**src/rtl/sdram_wb_write_feeder.sv**
```systemverilog
// Wishbone write front end for the SDRAM write path: packs accepted writes into
// {dqm,data} FIFO words and owns sdram_write's en/address burst handshake.
module sdram_wb_write_feeder #(
    parameter int IDLE_TIMEOUT = 16
) (
    input  logic        clk,
    input  logic        rst_n,
    input  logic        i_wb_cyc,
    input  logic        i_wb_stb,
    input  logic        i_wb_we,
    input  logic [31:0] i_wb_adr,
    input  logic [31:0] i_wb_dat,
    input  logic [3:0]  i_wb_sel,
    output logic        o_wb_ack,
    output logic        o_fifo_wr,
    output logic [35:0] o_fifo_data,
    input  logic        i_fifo_full,
    input  logic        i_fifo_empty,
    output logic        o_wr_en,
    output logic [21:0] o_wr_address,
    input  logic        i_wr_ready
);

    localparam logic [1:0] ST_IDLE    = 2'd0;
    localparam logic [1:0] ST_STREAM  = 2'd1;
    localparam logic [1:0] ST_DRAIN   = 2'd2;
    localparam logic [1:0] ST_RELEASE = 2'd3;

    localparam int            TW         = $clog2(IDLE_TIMEOUT + 1);
    localparam logic [TW-1:0] TIMER_LAST = TW'(IDLE_TIMEOUT - 1);

    logic [1:0]    state_q, state_d;
    logic [TW-1:0] timer_q, timer_d;
    logic [31:0]   next_adr_q, next_adr_d;
    logic          ready_seen_q, ready_seen_d;
    logic          ack_q, ack_d;
    logic          fifo_wr_q, fifo_wr_d;
    logic [35:0]   fifo_data_q, fifo_data_d;
    logic          wr_en_q, wr_en_d;
    logic [21:0]   wr_address_q, wr_address_d;

    logic wr_req;
    logic can_take;
    logic accept;

    // The request still on the bus during the ack cycle is the one just taken,
    // so it must neither be accepted again nor be mistaken for an address break.
    assign wr_req   = i_wb_cyc & i_wb_stb & i_wb_we & ~ack_q;
    assign can_take = wr_req & ~i_fifo_full;

    always_comb begin
        // NOTE: every signal gets a default before the case so no path leaves it
        // unassigned; a missing default here would infer a latch.
        state_d      = state_q;
        timer_d      = timer_q;
        next_adr_d   = next_adr_q;
        ready_seen_d = ready_seen_q;
        wr_en_d      = wr_en_q;
        wr_address_d = wr_address_q;
        fifo_data_d  = fifo_data_q;
        accept       = 1'b0;

        case (state_q)
            ST_IDLE: begin
                if (can_take && i_wr_ready) begin
                    accept       = 1'b1;
                    wr_en_d      = 1'b1;
                    wr_address_d = i_wb_adr[22:1];
                    next_adr_d   = i_wb_adr + 32'd4;
                    timer_d      = '0;
                    state_d      = ST_STREAM;
                end
            end
            ST_STREAM: begin
                if (wr_req && (i_wb_adr != next_adr_q)) begin
                    state_d = ST_DRAIN;
                end else if (can_take) begin
                    accept     = 1'b1;
                    next_adr_d = next_adr_q + 32'd4;
                    timer_d    = '0;
                end else if (i_fifo_full) begin
                    timer_d = '0;
                end else if (timer_q == TIMER_LAST) begin
                    if (i_fifo_empty) state_d = ST_DRAIN;
                end else begin
                    timer_d = timer_q + 1'b1;
                end
            end
            ST_DRAIN: begin
                if (i_fifo_empty) begin
                    wr_en_d      = 1'b0;
                    ready_seen_d = 1'b0;
                    state_d      = ST_RELEASE;
                end
            end
            default: begin
                // sdram_write updates ready on negedge; require two samples in a row.
                ready_seen_d = i_wr_ready;
                if (i_wr_ready && ready_seen_q) begin
                    timer_d = '0;
                    state_d = ST_IDLE;
                end
            end
        endcase

        ack_d     = accept;
        fifo_wr_d = accept;
        if (accept) fifo_data_d = {~i_wb_sel, i_wb_dat};
    end

    // NOTE: state registers use non-blocking assignments so every flop samples
    // the pre-edge values regardless of statement order.
    always_ff @(posedge clk or negedge rst_n) begin
        if (!rst_n) begin
            state_q      <= ST_IDLE;
            timer_q      <= '0;
            next_adr_q   <= '0;
            ready_seen_q <= 1'b0;
            ack_q        <= 1'b0;
            fifo_wr_q    <= 1'b0;
            fifo_data_q  <= '0;
            wr_en_q      <= 1'b0;
            wr_address_q <= '0;
        end else begin
            state_q      <= state_d;
            timer_q      <= timer_d;
            next_adr_q   <= next_adr_d;
            ready_seen_q <= ready_seen_d;
            ack_q        <= ack_d;
            fifo_wr_q    <= fifo_wr_d;
            fifo_data_q  <= fifo_data_d;
            wr_en_q      <= wr_en_d;
            wr_address_q <= wr_address_d;
        end
    end

    assign o_wb_ack     = ack_q;
    assign o_fifo_wr    = fifo_wr_q;
    assign o_fifo_data  = fifo_data_q;
    assign o_wr_en      = wr_en_q;
    assign o_wr_address = wr_address_q;

endmodule

```
**config.mk**
```make
export PLATFORM = sky130hd
export DESIGN_NAME = sdram_wb_write_feeder
export DESIGN_NICKNAME = d
export VERILOG_FILES = /design/src/rtl/sdram_wb_write_feeder.sv
export SDC_FILE = /design/constraint.sdc
export NUM_CORES = 1
export LEC_CHECK = 0
export CAP_MARGIN = 20
export CORE_ASPECT_RATIO = 1.25
export CORE_MARGIN = 3
export CORE_UTILIZATION = 55
export DETAILED_ROUTE_END_ITERATION = 8
export PLACE_DENSITY_LB_ADDON = 0.15
export SLEW_MARGIN = 20
export SYNTH_ARGS = -nofsm -noshare
export SYNTH_HDL_FRONTEND = slang
export SYNTH_SLANG_ARGS = --single-unit
```
**constraint.sdc**
```tcl
create_clock -name clk -period 7 [get_ports clk]
set_clock_uncertainty 0.05 [all_clocks]
set_input_delay 1.75 -clock clk [delete_from_list [all_inputs] [get_ports clk]]
set_output_delay 1.75 -clock clk [all_outputs]
set_load 0.05 [all_outputs]
```
==> impl_metrics.env <==
export IMPL_placed_cell_area_sq_um=7540
export IMPL_power_density_nw_per_um2=412
export IMPL_hold_depth=1
export IMPL_initial_core_util=0.570
export IMPL_holdCritPathClass="flop to flop"
export IMPL_synthesis_instances=591
export IMPL_die_x_um=100
export IMPL_antenna_found_initial=0
export IMPL_reg2reg_depth=9
export IMPL_drive_gt1_frac=0.149
export IMPL_first_pass_iters=6
export IMPL_layout_nets=796
export IMPL_cp_data_arrival_time_ps=5100
export IMPL_rows=42
export IMPL_drc_errors=0
export IMPL_cts_root_buf="clkbuf_16"
export IMPL_slew_limit_headroom=0.274
export IMPL_cts_reportedPaths_clkPinSlew_ps=80
export IMPL_synth_cell_types=70
export IMPL_worstPathMaxFanout=24
export IMPL_cts_buffers=9
export IMPL_crit_end="o_fifo_data[28]"
export IMPL_io_buffers=136
export IMPL_fp_coreArea_sq_um=10700
export IMPL_yosys_warnings=0
export IMPL_grt_use_total=0.274
export IMPL_grt_start_max_net_pins=63
export IMPL_cp_end_kind="flop"
export IMPL_syn_area_sq_um=6110
export IMPL_num_io_pins=137
export IMPL_gp_congestion=0.882
export IMPL_stdcell_count=849
export IMPL_postCtsSetupBuffers=0
export IMPL_finalCriticalPeriod_ps=4920
export IMPL_regArea_sq_um=2500
export IMPL_final_antenna_net_count=0
export IMPL_r2r_start="state_q[1]"
export IMPL_fmax_mhz=203
export IMPL_grt_pass1_wl_um=27000
export IMPL_r2r_end="next_adr_q[29]"
export IMPL_mostFrequentLayoutCells="135 x clkdlybuf4s50_1, 100 x dfrtp_1, 62 x mux2_2"
export IMPL_async_reset_ff_frac=1.00
export IMPL_syn_nets=675
export IMPL_cp_start_kind="primary input"
export IMPL_hpwl_um=12000
export IMPL_cp_required_ps=7190
export IMPL_cts_tree="done"
export IMPL_worst_slew_pin_slew_ps=1080
export IMPL_final_area_sq_um=7890
export IMPL_synth_enable_flop_cells=0
export IMPL_min_period_over_period=0.702
export IMPL_cts_resized=0
export IMPL_wl_per_cell_um=19.9
export IMPL_multi_input_area_sq_um=3360
export IMPL_syn_area_per_cell_sq_um=10.3
export IMPL_fin_util=0.736
export IMPL_ff2ff_setup_slack_ps=3000
export IMPL_rsz0062_at_grt="no"
export IMPL_antenna_cells=0
export IMPL_hold_violations=0
export IMPL_outcome="complete, no violations"
export IMPL_seq_area_frac_synth=0.410
export IMPL_hold_buffers=0
export IMPL_cts_num_sinks=100
export IMPL_clk_path_buf_depth=2
export IMPL_n_fill_cell=796
export IMPL_final_common_cell="clkdlybuf4s50_1"
export IMPL_overflow=0
export IMPL_dp_cells=832
export IMPL_synth_ff_type="dfrtp_1"
export IMPL_worstSetupPathType="primary input to flop"
export IMPL_leakage_uw=0.00319
export IMPL_dieArea_sq_um=12400
export IMPL_clk_latency_ps=350
export IMPL_max_vdd_ir_drop_mv=0.276
export IMPL_drt_iter0_markers=318
export IMPL_vias=5458
export IMPL_fin_tns_setup_ps=0
export IMPL_viasPerCell=6.43
export IMPL_htreeDepth=3
export IMPL_drv_cap=0
export IMPL_route_final_wire_length_um=16900
export IMPL_drv_slew=0
export IMPL_die_h_um=124
export IMPL_synth_seq_cells=100
export IMPL_grt_pass1_vias=5509
export IMPL_setup_viol=0
export IMPL_cp_startpoint="i_wb_adr[12]"
export IMPL_area_delta_synth_final_pct=29.0
==> synthesized netlist by cell type (3+ instances only) <==
library cell  number  area [sq um]
xor2_1             3          26.3
a21oi_1           23           115
nor2b_1            3          18.8
o21bai_1           3          22.5
a211oi_1           6          45.0
a32oi_1            3          26.3
xnor2_1           43           377
nand4_1           26           163
o22ai_1            3          18.8
inv_1             27           101
a22o_1             3          26.3
o32ai_1            8          70.1
a221oi_1           6          52.6
mux2i_1           14           140
o21ai_0           12          60.1
o211ai_1           7          52.6
nand2b_1           4          25.0
a22oi_1            3          22.5
dfrtp_1          100          2500
o41ai_1            5          43.8
clkbuf_1          20          75.1
nor4b_1            4          35.0
or4_1              5          37.5
a222oi_1           3          30.0
nand3b_1           4          30.0
nand3_1           16          80.1
a311oi_1           4          35.0
and3_1             8          50.1
nand2_1           44           165
nor4_1             6          37.5
and4_1             3          26.3
mux2_2            62           698
ha_1               8           100
and2_1            10          62.6
nor3_1            10          50.1
a2bb2oi_1          5          43.8
nor2_1            16          60.1
buf_2              5          25.0
nand4b_1           8          70.1
buf_4              5          37.5
==> metrics by stage <==
stage | hold slack (ps) | total power [uW] | worst slack [ps]
global route | 475 | 3410 | 1970
detailed placement | 445 | 2720 | 1500
finish | 452 | 3250 | 2080
CTS | 462 | 3250 | 1870
floorplan | 413 | 2160 | 3180
global placement | 418 | 2660 | 1550
==> worst max-delay path, cell delays in order <==
cell and delay [ps]:
clkdlybuf4s50_1 530, xnor2_1 310, nand4_1 140, nor4_2 280, buf_4 300, nand3_1 500, a21oi_4 670, buf_16 240
mux2_2 350
==> layer usage <==
layer / track usage / vias up / wire length, um
li1: - / 2465 / -
met1: 0.328 / 2661 / 6630
met2: 0.451 / 281 / 8110
met3: 0.0734 / 51 / 1530
met4: 0.142 / 0 / 614
met5: 0 / - / 0
==> report_power, final <==
part / internal, uW / leakage [uW] / switching (uW)
logic: 658 / 0.00179 / 1060
registers: 809 / 0.00125 / 191
clock network: 287 / 0.000155 / 238
total: 1750 / 0.00319 / 1490
==> cell families after synthesis <==
| logic type | after synthesis | synth area share |
|---|---|---|
| flip-flops | 100 | 0.410 |
| adder cells (fa/ha/maj) | 8 | 0.0164 |
| AND/OR/NAND/NOR | 178 | 0.167 |
| AO/OA/AOI/OAI | 121 | 0.157 |
| XOR/XNOR | 46 | 0.0659 |
| buffers and inverters | 61 | 0.0459 |
| multiplexers | 77 | 0.139 |
==> state kept, by name, indices dropped and copies added, names as in the netlist <==
register      cells
next_adr_q       32
o_fifo_data      36
o_fifo_wr         1
o_wr_address     22
o_wr_en           1
ready_seen_q      1
state_q           2
timer_q           5
==> worst min-delay path by stage <==
stage	from	slack [ps]	to
after global routing	o_fifo_data[13]	470	o_fifo_data[13]
after floorplan	ready_seen_q	410	ready_seen_q
after CTS	o_wr_address[21]	460	o_wr_address[21]
after global placement	o_fifo_data[13]	420	o_fifo_data[13]
final	o_fifo_data[13]	450	o_fifo_data[13]
after detailed placement	o_wr_address[18]	450	o_wr_address[18]
==> area by class of cell <==
cell class | instances | area share
Clock buffer | 9 | 0.0286
Clock inverter | 7 | 0.0111
Inverter | 27 | 0.0129
Multi-Input combinational cell | 430 | 0.427
Sequential cell | 100 | 0.317
Tap cell | 132 | 0.0209
Timing Repair Buffer | 144 | 0.182
(Power assumes the default switching activity.)
